**config.mk**
```make
export PLATFORM = sky130hd
export DESIGN_NAME = locked_register_reader
export DESIGN_NICKNAME = d
export VERILOG_FILES = /design/src/rtl/locked_register_reader.sv
export SDC_FILE = /design/constraint.sdc
export NUM_CORES = 1
export LEC_CHECK = 0
export ABC_AREA = 1
export BUFFER_PORTS_ARGS = -buffer_cell sky130_fd_sc_hd__buf_2
export CORE_MARGIN = 8
export CORE_UTILIZATION = 50
export DETAILED_ROUTE_END_ITERATION = 8
export GPL_ROUTABILITY_DRIVEN = 0
export PLACE_DENSITY_LB_ADDON = 0.12
export SLEW_MARGIN = 5
export SYNTH_ARGS = -nofsm -noshare
export SYNTH_HDL_FRONTEND = slang
export SYNTH_SLANG_ARGS = --single-unit
```
**constraint.sdc**
```tcl
create_clock -name Clk -period 3.1 [get_ports Clk]
set_input_delay 0.465 -clock Clk [delete_from_list [all_inputs] [get_ports Clk]]
set_output_delay 0.465 -clock Clk [all_outputs]
set_load 0.02 [all_outputs]
```
**src/rtl/locked_register_reader.sv**
```systemverilog
// Read-side access controller for the lock-protected register bank.
// Serves four-phase read requests, grants or masks each read according to the
// register lock bit and requester trust, and counts denied reads.
// Optional feature macro: LOCKED_READER_ALARM_EN (sticky alarm with read lockout).
module locked_register_reader #(
  parameter int unsigned          DATA_W       = 16,
  parameter int unsigned          NUM_REGS     = 4,
  parameter int unsigned          ADDR_W       = 2,
  parameter logic [DATA_W-1:0]    MASK_VALUE   = '0,
  parameter int unsigned          VIOL_W       = 8,
  parameter logic [VIOL_W-1:0]    ALARM_THRESH = VIOL_W'(4)
) (
  input  logic                       Clk,
  input  logic                       reset,
  input  logic                       rd_req,
  input  logic [ADDR_W-1:0]          rd_addr,
  input  logic                       trusted,
  input  logic                       debug_mode,
  input  logic [NUM_REGS-1:0]        lock_status,
  input  logic [NUM_REGS*DATA_W-1:0] reg_data,
  output logic                       rd_ack,
  output logic [DATA_W-1:0]          rd_data,
  output logic                       rd_err,
  output logic [VIOL_W-1:0]          viol_count,
  output logic                       alarm
);

  typedef enum logic [1:0] {StIdle, StCheck, StResp} state_e;

  state_e              state_q, state_d;
  logic [ADDR_W-1:0]   addr_q, addr_d;
  logic                trusted_q, trusted_d;
  logic                debug_q, debug_d;
  logic                ack_q, ack_d;
  logic [DATA_W-1:0]   data_q, data_d;
  logic                err_q, err_d;
  logic [VIOL_W-1:0]   viol_q, viol_d;

  logic                sel_valid;
  logic                sel_lock;
  logic [DATA_W-1:0]   sel_data;
  logic                lockout;
  logic                deny;

  // Debug mode is recorded with the request but never grants access on its own.
  logic unused_debug;
  assign unused_debug = debug_q;

  // Decode the captured address against the live lock bits and register contents.
  always_comb begin
    sel_valid = 1'b0;
    sel_lock  = 1'b0;
    sel_data  = '0;
    for (int i = 0; i < int'(NUM_REGS); i++) begin
      if (addr_q == ADDR_W'(i)) begin
        sel_valid = 1'b1;
        sel_lock  = lock_status[i];
        sel_data  = reg_data[i*DATA_W +: DATA_W];
      end
    end
  end

  assign deny = !sel_valid || (sel_lock && !trusted_q) || lockout;

  // Next-state logic and response/counter updates.
  always_comb begin
    state_d   = state_q;
    addr_d    = addr_q;
    trusted_d = trusted_q;
    debug_d   = debug_q;
    ack_d     = ack_q;
    data_d    = data_q;
    err_d     = err_q;
    viol_d    = viol_q;
    unique case (state_q)
      StIdle: begin
        if (rd_req) begin
          addr_d    = rd_addr;
          trusted_d = trusted;
          debug_d   = debug_mode;
          state_d   = StCheck;
        end
      end
      StCheck: begin
        if (deny) begin
          data_d = MASK_VALUE;
          err_d  = 1'b1;
          if (viol_q != '1) viol_d = viol_q + VIOL_W'(1);
        end else begin
          data_d = sel_data;
          err_d  = 1'b0;
        end
        // An aborted request still records its check result, just without an ack.
        if (rd_req) begin
          ack_d   = 1'b1;
          state_d = StResp;
        end else begin
          state_d = StIdle;
        end
      end
      StResp: begin
        if (!rd_req) begin
          ack_d   = 1'b0;
          state_d = StIdle;
        end
      end
      default: state_d = StIdle;
    endcase
  end

  // State and response registers.
  always_ff @(posedge Clk or posedge reset) begin
    if (reset) begin
      state_q   <= StIdle;
      addr_q    <= '0;
      trusted_q <= 1'b0;
      debug_q   <= 1'b0;
      ack_q     <= 1'b0;
      data_q    <= '0;
      err_q     <= 1'b0;
      viol_q    <= '0;
    end else begin
      state_q   <= state_d;
      addr_q    <= addr_d;
      trusted_q <= trusted_d;
      debug_q   <= debug_d;
      ack_q     <= ack_d;
      data_q    <= data_d;
      err_q     <= err_d;
      viol_q    <= viol_d;
    end
  end

`ifdef LOCKED_READER_ALARM_EN
  logic alarm_q, alarm_d;

  // Alarm latches once the violation count reaches the threshold.
  always_comb begin
    alarm_d = alarm_q | (viol_d >= ALARM_THRESH);
  end

  // Sticky alarm register, cleared only by reset.
  always_ff @(posedge Clk or posedge reset) begin
    if (reset) alarm_q <= 1'b0;
    else       alarm_q <= alarm_d;
  end

  assign lockout = alarm_q;
  assign alarm   = alarm_q;
`else
  logic unused_thresh;
  assign unused_thresh = ^ALARM_THRESH;
  assign lockout       = 1'b0;
  assign alarm         = 1'b0;
`endif

  assign rd_ack     = ack_q;
  assign rd_data    = data_q;
  assign rd_err     = err_q;
  assign viol_count = viol_q;

endmodule

```
Word-level counts from Yosys, hierarchy flattened
Cells that the tools add are included.
{"block": "totals", "ff_bits": 31, "input_bits": 75, "out_inout_bits": 27, "word_cells": 49}
{"block": "op_classes", "add_sub_neg": 1, "n_eq_ne": 9, "n_mux": 21, "n_reduce_logical": 11}
{"cell": "$mux 16", "n": 5}
{"cell": "$mux 1", "n": 11}
{"cell": "$add 8x1->8 const B", "n": 1}
{"cell": "$ne 8x8->1 const B", "n": 1}
{"cell": "$eq 2x2->1 const B", "n": 3}
{"cell": "$mux 2", "n": 3}
{"cell": "$ne 2x2->1 const B", "n": 3}
{"cell": "$pmux 2 s3", "n": 1}
{"cell": "$reduce_and 3->1", "n": 2}
{"cell": "$eq 2x1->1 const B", "n": 2}
{"cell": "$logic_not 2->1", "n": 2}
{"cell": "$reduce_and 2->1", "n": 2}
{"cell": "$logic_not 1->1", "n": 2}
{"cell": "$pmux 1 s2", "n": 1}
{"cell": "$reduce_bool 2->1", "n": 1}
{"cell": "$logic_and 1x1->1", "n": 1}
{"cell": "$logic_or 1x1->1", "n": 1}

Longest topological paths before layout
Gate-level depths: netlist of the first run.
{"block": "depth", "word_depth": 8, "mapped_depth": 9, "mapped_depth_nobuf": 8}

Worst setup path after synthesis of the first run
No wires, ideal clock.
{"block": "synth_timing", "path_kind": "register to register", "from": "register viol_q[1] (netlist: viol_count[1])", "to": "register viol_q[6] (netlist: viol_count[6])", "setup_ns": 0.065, "t_arrival_ns": 1.397, "t_required_ns": 3.035, "slack_ns": 1.637, "path_stages_with_launch": 8, "path_buffers": 0, "synth_period_minus_slack_ns": 1.463, "path_cell_list": "dfrtp_1 -> ha_1 -> nand2_1 -> nor2_2 -> nand4_4 -> nand4_4 -> nand2_1 -> nand2_1"}
{"block": "synth_between", "elab_chain_len": 2, "word_cells_on_any_way": 3, "classes_between": "1 x add/sub; 1 x eq/ne; 1 x reduce/logical"}
{"element": "from (decl)", "line_no": "37", "rtl": "logic [VIOL_W-1:0] viol_q, viol_d;"}
{"element": "from (signal assigned)", "line_no": "130", "rtl": "viol_q <= viol_d;"}
{"element": "branches (longest 2 deep; another with $add 8x1->8)"}
Parallel ways; which one is timed is not known.
A chain may end at the register's enable or synchronous reset.

Worst setup path in the final report of the first run
{"block": "layout_timing", "from": "register state_q[1]", "to": "register data_q[1] (netlist: rd_data[1])"}
{"block": "layout_between", "elab_chain_len": 1}
{"element": "from (decl)", "line_no": "30", "rtl": "state_e state_q, state_d;"}
{"element": "from (signal assigned)", "line_no": "114", "rtl": "state_q <= StIdle;"}
{"element": "from (signal assigned)", "line_no": "123", "rtl": "state_q <= state_d;"}
{"element": "$eq 2x1->1", "line_no": "75", "rtl": "unique case (state_q)"}
{"element": "to (signal assigned)", "line_no": "128", "rtl": "data_q <= data_d;"}
{"element": "to (decl)", "line_no": "35", "rtl": "logic [DATA_W-1:0] data_q, data_d;"}
No other way between the ends.

==> reports/qor.txt, run 1 <==
==============================================================================
Status                                                            finished clean
Slew at the pin closest to its max-slew limit                         794.7 ps
Crit Reg-Reg Endpoint                                             rd_data[1]$_DFFE_PP0P_
Total standard cell area after synthesis                          0.002126 mm^2
Antenna violations before repair                                             0
PostCTS Resize Cnt                                                           0
Critical path's top delay family                                  buffers and inverters
Placeable core area                                               0.004058 mm^2
Total of max-cap violations                                                  0
Gate count after technology mapping                                        288
Number of nets at the end of the flow                                      460
Die X                                                                 81.21 um
Crit path time final                                                   1899 ps
Worst setup SP type                                                   register
Die area                                                          0.006594 mm^2
Number of design rule violations left after detail routing                   0
Fraction of layout instances using a drive strength above 1             35.16%
Clock Tree Buf Depth                                                         2
Final Worst Setup Slack                                                1201 ps
Die Ht                                                                81.21 um
Synthesized area divided by synthesized cell count                  7.381 um^2
Setup slack at placement                                               1182 ps
GR Util All Layers                                                      18.36%
Total Negative Setup Slacks                                               0 ps
Count of vias placed by the detailed router                               2128
Clock network latency to the later pin of the worst-skew pair           270 ps
GRT met2 Usage                                                          30.71%
Total of flip-flops plus latches after synthesis                            31
Root buf cell                                                         clkbuf_8
Hold bufs inserted after CTS                                                 0
Share of the yosys chip area belonging to registers                     36.49%
Worst hold slack across all endpoints                                 266.6 ps
Cell count of the worst reg-to-reg path                                      6
Synth warnings                                                               0
Combined buffer and inverter count along the critical path                   2
Critical Setup Path Class                                              reg2reg
Mean routed wirelength per cell                                       13.46 um
Final hold violation count                                                   0
Signal arrival time at the worst endpoint                              2100 ps
# clock sinks                                                               31
Maximum number of pins on one net before global-route repair                32
H-tree levels                                                                2
Layout Cells excl Fill                                                     434
Number of vias per cell after detailed routing                           4.903
Number of core rows                                                         23
Antenna-violating nets left                                                  0
Worst R2R Start                                                   state_q[1]$_DFFE_PP0P_
Area delta synth->final                                                 27.13%
Most common library cell in the layout ignoring fill and taps          nand2_1
Class of the tightest hold or removal check                           in2async
Number of placed I/O pins                                                  102
Sum of net half-perimeters after detailed placement                    4441 um
Peak-usage layer in the global routing report                             met2
Leakage power                                                         1.549 nW
Inserted Diodes                                                              0
Power per unit of standard cell area                              686.9 mW/mm^2
Largest stage delay on the critical path                                450 ps
Starting density of the core                                            52.39%
Port Buffers                                                                99
CP cell instances                                                 nor2_4 -> clkinv_1 -> buf_4 -> nor2_1 -> nand3_2 -> nand2_1
Register-to-Register Setup Slack                                       1200 ps
Final instance area                                               0.002703 mm^2
Number of different library cells in the post-synthesis netlist             36
Relative slew slack                                                     47.02%
Final setup violating endpoints                                              0
Endpoint type of the worst setup path                                 register
Leading cell types in the layout, fill and taps excluded          nand2_1, buf_2, nor2_1, dfrtp_1, inv_1
GR Overflow Total                                                            0
Final slew viol count                                                        0
Highest achievable clock rate                                       0.5267 GHz
Global routing met3 resource utilization                                5.740%
Ratio of final minimum period to clock period                           61.24%
Length of the first detailed-routing pass in iterations                      4
Number of global-route vias before repair                                 2095
First-iteration detailed-routing DRC count                                 101
TritonCTS clock tree                                                       yes
Fill count                                                                 397
Worst Path Required                                                    3310 ps
Post-detailed-placement cell area                                 0.002615 mm^2
Number of post-CTS setup repair buffers                                      0
Clock buffer count from CTS                                                  5
Met1 demand-to-capacity share in global routing                         22.85%
Synthesized net count                                                      364
Number of placed cells counting well taps                                  427
DRT Wirelength                                                         5843 um
Crit path max fanout                                                        18
Slowest cell on crit path                                             clkinv_1
Clock transition at the registers of the reported paths                  70 ps
First-pass GRT wire length                                             9708 um
Worst ir drop on vdd                                               0.0003571 V
Unrepaired setup endpoints after global routing                             no
Clock Skews                                                           5.796 ps
==============================================================================
## per-stage QoR
step           utilization (%)  total power [W]
2_1_floorplan                -         0.001303
3_3_place_gp             64.45         0.001542
3_5_place_dp             64.45         0.001563
4_1_cts                  66.61         0.001883
5_1_grt                  66.61         0.002008
6_report                 66.61         0.001856
## routing by layer
| metal | part of all wire [%] | up-vias | wire [um] |
|---|---|---|---|
| li1 | - | 1114 | - |
| met1 | 43 | 946 | 2534 |
| met2 | 48 | 66 | 2780 |
| met3 | 8.6 | 2 | 505 |
| met4 | 0.38 | 0 | 22 |
| met5 | 0 | - | 0 |
## how the worst max path moves through the flow
stage / startpoint / endpoint / slack [ps] / depth (start not counted)
finish: state_q[1]$_DFFE_PP0P_ / rd_data[1]$_DFFE_PP0P_ / 1200 / 6
global route: state_q[1]$_DFFE_PP0P_ / rd_data[1]$_DFFE_PP0P_ / 1030 / 6
CTS: state_q[1]$_DFFE_PP0P_ / rd_data[1]$_DFFE_PP0P_ / 1160 / 6
detailed placement: state_q[1]$_DFFE_PP0P_ / rd_data[1]$_DFFE_PP0P_ / 1180 / 6
global placement: state_q[1]$_DFFE_PP0P_ / rd_data[0]$_DFFE_PP0P_ / 1210 / 6
floorplan: viol_count[1]$_DFFE_PP0P_ / viol_count[6]$_DFFE_PP0P_ / 1640 / 7
## where the power goes
group	internal (W)	total, W	switching (W)
Sequential	0.000542	0.000664	0.000121
Clock	0.000174	0.000314	0.000140
Combinational	0.000308	0.000879	0.000570
## flip-flops by register name, summed over array words and instances, names as in the netlist
name and flops:
viol_count 8, rd_ack 1, rd_err 1, trusted_q 1, rd_data 16, state_q 2
addr_q 2
## cells in the mapped netlist
| master | instances | area, um^2 |
|---|---|---|
| buf_12 | 1 | 20.02 |
| nor2_2 | 2 | 12.51 |
| a21oi_1 | 2 | 10.01 |
| clkbuf_1 | 3 | 11.26 |
| a21oi_4 | 1 | 16.27 |
| or2_2 | 1 | 6.260 |
| nand2_4 | 2 | 22.52 |
| nand3_1 | 20 | 100.1 |
| xnor2_1 | 2 | 17.52 |
| xor2_1 | 1 | 8.760 |
| a31oi_1 | 1 | 6.260 |
| nand4_1 | 8 | 50.05 |
| nand2_8 | 2 | 40.04 |
| clkinv_1 | 1 | 3.750 |
| nor2_8 | 1 | 20.02 |
| nor3_1 | 1 | 5.000 |
| nand3b_2 | 1 | 11.26 |
| inv_1 | 22 | 82.58 |
| dfrtp_1 | 31 | 775.7 |
| buf_2 | 6 | 30.03 |
| o21ai_4 | 1 | 16.27 |
| ha_1 | 1 | 12.51 |
| o21ai_0 | 17 | 85.08 |
| nand4_4 | 2 | 42.54 |
| inv_4 | 2 | 12.51 |
| o22ai_1 | 1 | 6.260 |
| nand3b_1 | 1 | 7.510 |
| conb_1 | 1 | 3.750 |
| buf_4 | 1 | 7.510 |
| nor2_1 | 33 | 123.9 |
| buf_6 | 2 | 22.52 |
| nand3_2 | 9 | 90.09 |
| nor2_4 | 1 | 11.26 |
| nand2_1 | 101 | 379.1 |
| o211ai_1 | 5 | 37.54 |
| nand3_4 | 1 | 17.52 |
## cell families after synthesis
group,Yosys count,share of synthesized area (%)
AO/OA/AOI/OAI,28,8.359
adder cells (fa/ha/maj),1,0.5885
AND/OR/NAND/NOR,186,44.20
flip-flops,31,36.49
buffers and inverters,38,8.946
other,1,0.1764
XOR/XNOR,3,1.236
## final cells by class
type                       count  area (um^2)  share of cell area [%]
timing repair buffer         102        518.0                   19.17
tap                           50        62.56                   2.315
sequential                    31        775.7                   28.70
clock buffer                   6        82.58                   3.056
multi-input combinational    219         1160                   42.92
inverter                      25        98.84                   3.657
clock inverter                 1        5.005                  0.1852
## worst reg2reg max path, stage by stage (launching register included)
cell and delay [ps]:
dfrtp_1 420, nor2_4 300, clkinv_1 450, buf_4 360
nor2_1 150, nand3_2 90, nand2_1 70
No activity file was read; power rests on OpenSTA's default activity.
==> inputs of run 2 (changes only) <==
CORE_UTILIZATION = 42   (was 50)
clock period = 1.65 ns   (was 3.1 ns; I/O delays follow)
==> reports/qor.txt, run 2 (synthesis gave the netlist of run 1 again) <==
====================================================================================
Status                                                                  finished clean
Combinational share of power                                                   47.2%   about the same
Antenna-violating nets left                                                        0   unchanged
Final setup violating endpoints                                                    0   unchanged
Final slew viol count                                                              0   unchanged
Largest register FFs                                                              16   unchanged
Power share of the clock group                                                 20.9%   +4.0 points
Area used by multi-input combinational logic                            0.001180 mm^2   +1.7%
Antenna violations before repair                                                   0   unchanged
Maximum number of pins on one net before global-route repair                      32   unchanged
# clock sinks                                                                     31   unchanged
Power per unit of standard cell area                                    1317 mW/mm^2   +92%
Fill count                                                                       506   +27%
Highest achievable clock rate                                             0.6967 GHz   +32%
Starting density of the core                                                  42.43%   -10 points
Die Ht                                                                      87.15 um   +7.3%
Inserted Diodes                                                                    0   unchanged
TritonCTS clock tree                                                             yes
Storage element area                                                      775.7 um^2   unchanged
Final hold violation count                                                         0   unchanged
Placeable core area                                                     0.005010 mm^2   +23%
Worst setup SP type                                                         register
Layout Cells excl Fill                                                           462   +6.5%
Number of core rows                                                               26   +13%
Unrepaired setup endpoints after global routing                                   no
Slowest cell on crit path                                                    dfrtp_1
Ratio of final minimum period to clock period                                 86.99%   +26 points
Routed metal-1 wire length                                                   2752 um   +8.6%
Depth of the critical timing path with buffers and inverters included              7   +1
Leakage power                                                               1.601 nW   +3.3%
Number of vias per cell after detailed routing                                 4.703   -4.1%
Combined buffer and inverter count along the critical path                         2   unchanged
Die area                                                                0.007594 mm^2   +15%
Sequential power share                                                         32.0%   -3.8 points
Critical Setup Path Class                                                    reg2reg
Worst R2R Start                                                         addr_q[1]$_DFFE_PP0P_
Most used cell, CP                                                           nand2_8
Worst Path Required                                                          1880 ps   -1430 ps
Port Buffers                                                                      99   unchanged
Number of placed cells counting well taps                                        453   +6.1%
Signal arrival time at the worst endpoint                                    1660 ps   -440 ps
Root buf cell                                                               clkbuf_8
Worst ir drop on vdd                                                     0.0007507 V   +110%
Total of max-cap violations                                                        0   unchanged
Number of nets at the end of the flow                                            467   +1.5%
Crit path max fanout                                                              24   +6
Die X                                                                       87.15 um   +7.3%
Topmost layer with routed signal wires                                          met4
Crit path time final                                                         1435 ps   -463.3 ps
Fraction of power spent switching nets                                        42.88%   -1.9 points
GR Util All Layers                                                            16.54%   -1.8 points
Largest stage delay on the critical path                                      320 ps   -130 ps
Sw power                                                                  0.001594 W   +92%
DRT Wirelength                                                               6103 um   +4.4%
Sum of net half-perimeters after detailed placement                          4616 um   +3.9%
Launching element of the worst setup path                               addr_q[1]$_DFFE_PP0P_
GR Overflow Total                                                                  0   unchanged
Routed wl met2                                                               2812 um   +1.2%
First-iteration detailed-routing DRC count                                        63   -38%
Count of vias placed by the detailed router                                     2173   +2.1%
Area delta synth->final                                                       32.78%
Critical path's top delay family                                        simple AND/OR/NAND/NOR gates
Hold bufs inserted after CTS                                                       0   unchanged
Leading cell types in the layout, fill and taps excluded                nand2_1, buf_2, nor2_1, dfrtp_1, inv_1
First-pass GRT wire length                                                  10070 um   +3.8%
Clock Tree Buf Depth                                                               2   unchanged
Endpoint type of the worst setup path                                       register
Clock buffer count from CTS                                                        5   unchanged
Clock network latency to the later pin of the worst-skew pair                 280 ps   about the same
CP cell instances                                                       buf_4 -> nand2_8 -> o21ai_4 -> inv_4 -> nand2_8 -> nand3_1 -> nand2_1
Internal Power                                                            0.002123 W   +110%
Fraction of layout instances using a drive strength above 1                   36.73%   +1.6 points
Number of placed I/O pins                                                        102   unchanged
Number of design rule violations left after detail routing                         0   unchanged
Met3 WL                                                                       476 um   -5.7%
Total Negative Setup Slacks                                                     0 ps   unchanged
Most common library cell in the layout ignoring fill and taps                nand2_1
H-tree levels                                                                      2   unchanged
Cell count of the worst reg-to-reg path                                            7   +1
Clock transition at the registers of the reported paths                        70 ps   about the same
Mean routed wirelength per cell                                             13.21 um   -1.9%
Clock Skews                                                                 5.455 ps   -0.3411 ps
Class of the tightest hold or removal check                                 in2async
Length of the first detailed-routing pass in iterations                            4   unchanged
Number of global-route vias before repair                                       2167   +3.4%
====================================================================================
-- run 2: cell count changes in the layout (fill, tap and decap cells not counted), sizes merged --
cell    previous run  this run
nand4             10        11
buf              102       108
bufinv             0         1
-- run 2: metrics by stage --
| stage | hold slack (ps) | cell area (um^2) | worst slack, ps | power [W] | utilization (%) |
|---|---|---|---|---|---|
| finish | 34.70 | 2823 | 214.7 | 0.003718 | 56.34 |
| global placement | 360.5 | 2685 | 184.8 | 0.002957 | 53.60 |
| global route | 80.52 | 2823 | 49.70 | 0.004014 | 56.34 |
| CTS | 54.26 | 2803 | 141.0 | 0.003771 | 55.94 |
| detailed placement | 360.2 | 2685 | 170.3 | 0.002985 | 53.60 |
| floorplan | 351.0 | 2126 | 187.2 | 0.002448 | - |
-- run 2: final cells by class --
class	count	share of cell area, %
clock buffer	6	2.926
clock inverter	2	1.241
inverter	25	3.502
multi-input combinational	220	41.80
sequential	31	27.48
tap	70	3.103
timing repair buffer	108	19.95
-- run 2: routing by layer --
| layer | track usage [%] | up-vias |
|---|---|---|
| met4 | 4.219 | 0 |
| met2 | 27.76 | 66 |
| met3 | 5.566 | 7 |
| li1 | - | 1139 |
| met5 | 0 | - |
| met1 | 19.64 | 961 |
-- run 2: path summary, 6_finish.rpt --
path | to | slack, ps
max | rd_data[13]$_DFFE_PP0P_ | 210
min | rd_data[10]$_DFFE_PP0P_ | 30
max reg2reg | rd_data[13]$_DFFE_PP0P_ | 210
min reg2reg | rd_data[13]$_DFFE_PP0P_ | 480
max in group asynchronous | rd_data[7]$_DFFE_PP0P_ | 1300
min in group Clk | addr_q[1]$_DFFE_PP0P_ | 170
-- run 2: repair_timing --
action / CTS / global route
setup endpoints to repair: 0 / 8
resized for setup: 0 / 2
buffers inserted: 0 / 0
-- run 2: worst register-to-register path, cell delays in order, from the launching register on --
cell and delay [ps]:
dfrtp_1 320, buf_4 250, nand2_8 170, o21ai_4 230, inv_4 80, nand2_8 160
nand3_1 110, nand2_1 70
-- run 2: power groups by stage --
stage               clock, W  sequential (W)  combinational [W]
detailed placement         0         0.00120            0.00178
global placement           0         0.00119            0.00176
finish              0.000775         0.00119            0.00175
CTS                 0.000792         0.00119            0.00179
floorplan                  0         0.00150           0.000953
global route        0.000824         0.00124            0.00195
==> inputs of run 3 (changes only) <==
ABC_AREA = unset   (was 1)
CORE_UTILIZATION = 39   (was 42)
==> reports/qor.txt, run 3 <==
================================================================================
Status                                                              finished with violations
Violated checks                                                     setup timing
Number of core rows                                                           24   -7.7%
Final setup violating endpoints                                                5   +5
Top post-synthesis cells by area                                    dfrtp_1, mux4_2, mux4_1
Topmost layer with routed signal wires                                      met4
Fraction of layout instances using a drive strength above 1               56.09%   +19 points
Largest stage delay on the critical path                                  420 ps   +100 ps
Largest register FFs                                                          16   unchanged
Synthesized net count                                                        228   -37%
Critical path's top delay family                                    compound AO/OA/AOI/OAI gates
Port Buffers                                                                  99   unchanged
Area used by multi-input combinational logic                          904.6 um^2   -23%
Critical Setup Path Class                                                reg2reg
GR Overflow Total                                                              0   unchanged
Synth top cells by count                                            dfrtp_1, inv_1, nand2_1, o21ai_0, mux4_2
DRT Wirelength                                                           4768 um   -22%
Gate count after technology mapping                                          152   -47%
Clock transition at the registers of the reported paths                    60 ps   about the same
Sum of net half-perimeters after detailed placement                      3826 um   -17%
Met3 WL                                                                   525 um   +10%
Fill count                                                                   401   -21%
Share of flip-flops with an asynchronous set or reset                     100.0%   unchanged
Die Ht                                                                  82.76 um   -5.0%
Class of the tightest hold or removal check                             in2async
Highest achievable clock rate                                         0.5864 GHz   -16%
Leakage power                                                           1.336 nW   -17%
Routed metal-1 wire length                                               1887 um   -31%
Number of nets at the end of the flow                                        347   -26%
Overall power of the completed layout                                 0.003632 W   -2.3%
CP cell instances                                                   buf_6 -> or2b_1 -> o32a_4 -> nor2_4 -> mux2_4
Total of max-cap violations                                                    0   unchanged
Setup slack at placement                                               -73.28 ps   -243.6 ps
Hold bufs inserted after CTS                                                   0   unchanged
Flip-flop cell with the highest count after synthesis                    dfrtp_1
Synth warnings                                                                 0   unchanged
Antenna violations before repair                                               0   unchanged
Number of vias per cell after detailed routing                             4.873   +3.6%
Area delta synth->final                                                   48.74%
Worst hold slack across all endpoints                                   37.67 ps   +2.968 ps
Total standard cell area after synthesis                            0.001738 mm^2   -18%
Die X                                                                   82.76 um   -5.0%
Clock Skews                                                             5.302 ps   -0.1530 ps
Final Worst Setup Slack                                                -55.41 ps   -270.1 ps
First-iteration detailed-routing DRC count                                    39   -38%
# clock sinks                                                                 31   unchanged
Clock Tree Buf Depth                                                           2   unchanged
Total of flip-flops plus latches after synthesis                              31   unchanged
Combined buffer and inverter count along the critical path                     1   -1
First-pass GRT wire length                                               7741 um   -23%
Routed wl met2                                                           2312 um   -18%
Synthesized area divided by synthesized cell count                    11.43 um^2   +55%
Storage element area                                                  777.0 um^2   +0.16%
TritonCTS clock tree                                                         yes
Number of global-route vias before repair                                   1744   -20%
Fraction of synthesized cell area taken by the top area cell type         44.64%   +8.1 points
Maximum number of pins on one net before global-route repair                  32   unchanged
Crit path max fanout                                                           7   -71%
Clock network latency to the later pin of the worst-skew pair             270 ps   about the same
Signal arrival time at the worst endpoint                                1870 ps   +210 ps
Number of different library cells in the post-synthesis netlist               29   -19%
Count of vias placed by the detailed router                                 1574   -28%
Slowest cell on crit path                                                 o32a_4
Unrepaired setup endpoints after global routing                              yes
Antenna-violating nets left                                                    0   unchanged
Inserted Diodes                                                                0   unchanged
Worst setup SP type                                                     register
Most repeated cell in the gate-level netlist after synthesis             dfrtp_1
GR Util All Layers                                                        14.75%   -1.8 points
Share of the yosys chip area belonging to registers                       44.64%   +8.1 points
Mean routed wirelength per cell                                         14.76 um   +12%
Most common library cell in the layout ignoring fill and taps              buf_2
Leading cell types in the layout, fill and taps excluded            buf_2, dfrtp_1, inv_1, nand2_1, buf_4
Clock buffer count from CTS                                                    5   unchanged
Worst ir drop on vdd                                                 0.0005602 V   -25%
Root buf cell                                                           clkbuf_8
Ratio of final minimum period to clock period                             103.4%   +16 points
Power per unit of standard cell area                                1405 mW/mm^2   +6.7%
Number of placed I/O pins                                                    102   unchanged
Crit path time final                                                     1705 ps   +270.1 ps
Worst Path Required                                                      1810 ps   -70 ps
Final hold violation count                                                     0   unchanged
H-tree levels                                                                  2   unchanged
Length of the first detailed-routing pass in iterations                        4   unchanged
Final slew viol count                                                          0   unchanged
Yosys top cell by area                                                   dfrtp_1
Starting density of the core                                              40.19%   -2.2 points
Die area                                                            0.006848 mm^2   -9.8%
Number of design rule violations left after detail routing                     0   unchanged
Total Negative Setup Slacks                                            -130.6 ps   -130.6 ps
Count of flip-flops with a built-in enable after synthesis                     0   unchanged
Placeable core area                                                 0.004324 mm^2   -14%
Endpoint type of the worst setup path                                   register
Final instance area                                                 0.002585 mm^2   -8.4%
Post-detailed-placement cell area                                   0.002400 mm^2   -11%
================================================================================
run 3: cell count changes in the layout (fill, tap and decap cells not counted), moves of 5 or more:
cell      before  now
nand2_1      101   19
nor2_1        33    1
nand3_1       20    4
o21ai_0       17    6
o21ai_1        0   11
mux4_2         0   10
nand3_2        9    0
buf_4          9   17
nand4_1        8    1
mux4_1         0    6
xor2_1         1    7
buf_6          0    5
o211ai_1       5    0
run 3: worst reg2reg max path: stages (launching register included):
cell and delay (ps):
dfrtp_1 400, buf_6 120, or2b_1 240, o32a_4 420
nor2_4 120, mux2_4 300
run 3: metal layers:
metal / vias up / global-route usage [%]
met5: - / 0
met4: 0 / 4.655
met3: 4 / 6.385
met2: 66 / 24.55
met1: 732 / 16.66
li1: 772 / -
run 3: power by group:
part | leakage [nW] | internal (W) | switching (W)
Clock | 0.0470 | 0.000327 | 0.000269
Sequential | 0.372 | 0.00106 | 0.000205
Combinational | 0.917 | 0.000808 | 0.000964
Total | 1.34 | 0.00219 | 0.00144
run 3: kinds of logic (layout without fill, tap and decap cells):
family | Yosys count | in the layout | share of synthesized area [%]
mux | 22 | 22 | 25.77
buf+inv | 28 | 147 | 6.911
xor+xnor | 7 | 7 | 3.528
fa+ha+maj | 1 | 1 | 0.7198
compound gates | 21 | 21 | 6.695
simple gates | 41 | 41 | 11.52
other cells | 1 | 1 | 0.2158
flops | 31 | 31 | 44.64
run 3: metrics by stage:
step / instances / utilization (%)
2_1_floorplan: 152 / -
3_3_place_gp: 311 / 55.50
3_5_place_dp: 311 / 55.50
4_1_cts: 320 / 58.62
5_1_grt: 323 / 59.78
6_report: 323 / 59.78
run 3: worst paths after layout:
path | startpoint | to | slack [ps] | depth (start not counted)
min in group Clk | rd_addr[1] | addr_q[1]$_DFFE_PP0P_ | 200 | 2
max | trusted_q$_DFFE_PP0P_ | viol_count[1]$_DFFE_PP0P_ | -60 | 5
min reg2reg | rd_data[5]$_DFFE_PP0P_ | rd_data[5]$_DFFE_PP0P_ | 470 | 2
max in group asynchronous | reset | addr_q[1]$_DFFE_PP0P_ | 1310 | 3
min | reset | viol_count[1]$_DFFE_PP0P_ | 40 | 3
max reg2reg | trusted_q$_DFFE_PP0P_ | viol_count[1]$_DFFE_PP0P_ | -60 | 5
run 3: layout make-up:
class,instances,share of cell area [%]
clock buffer,6,3.195
clock inverter,1,0.1936
inverter,19,2.759
multi-input combinational,93,35.00
sequential,31,30.06
tap,52,2.517
timing repair buffer,121,26.28
run 3: repair_timing:
item | CTS | global route
endpoints found under the setup margin | 16 | 23
buffers inserted | 2 | 3
pin swaps | 3 | 2
gates cloned | 0 | 0
resized for setup | 11 | 15
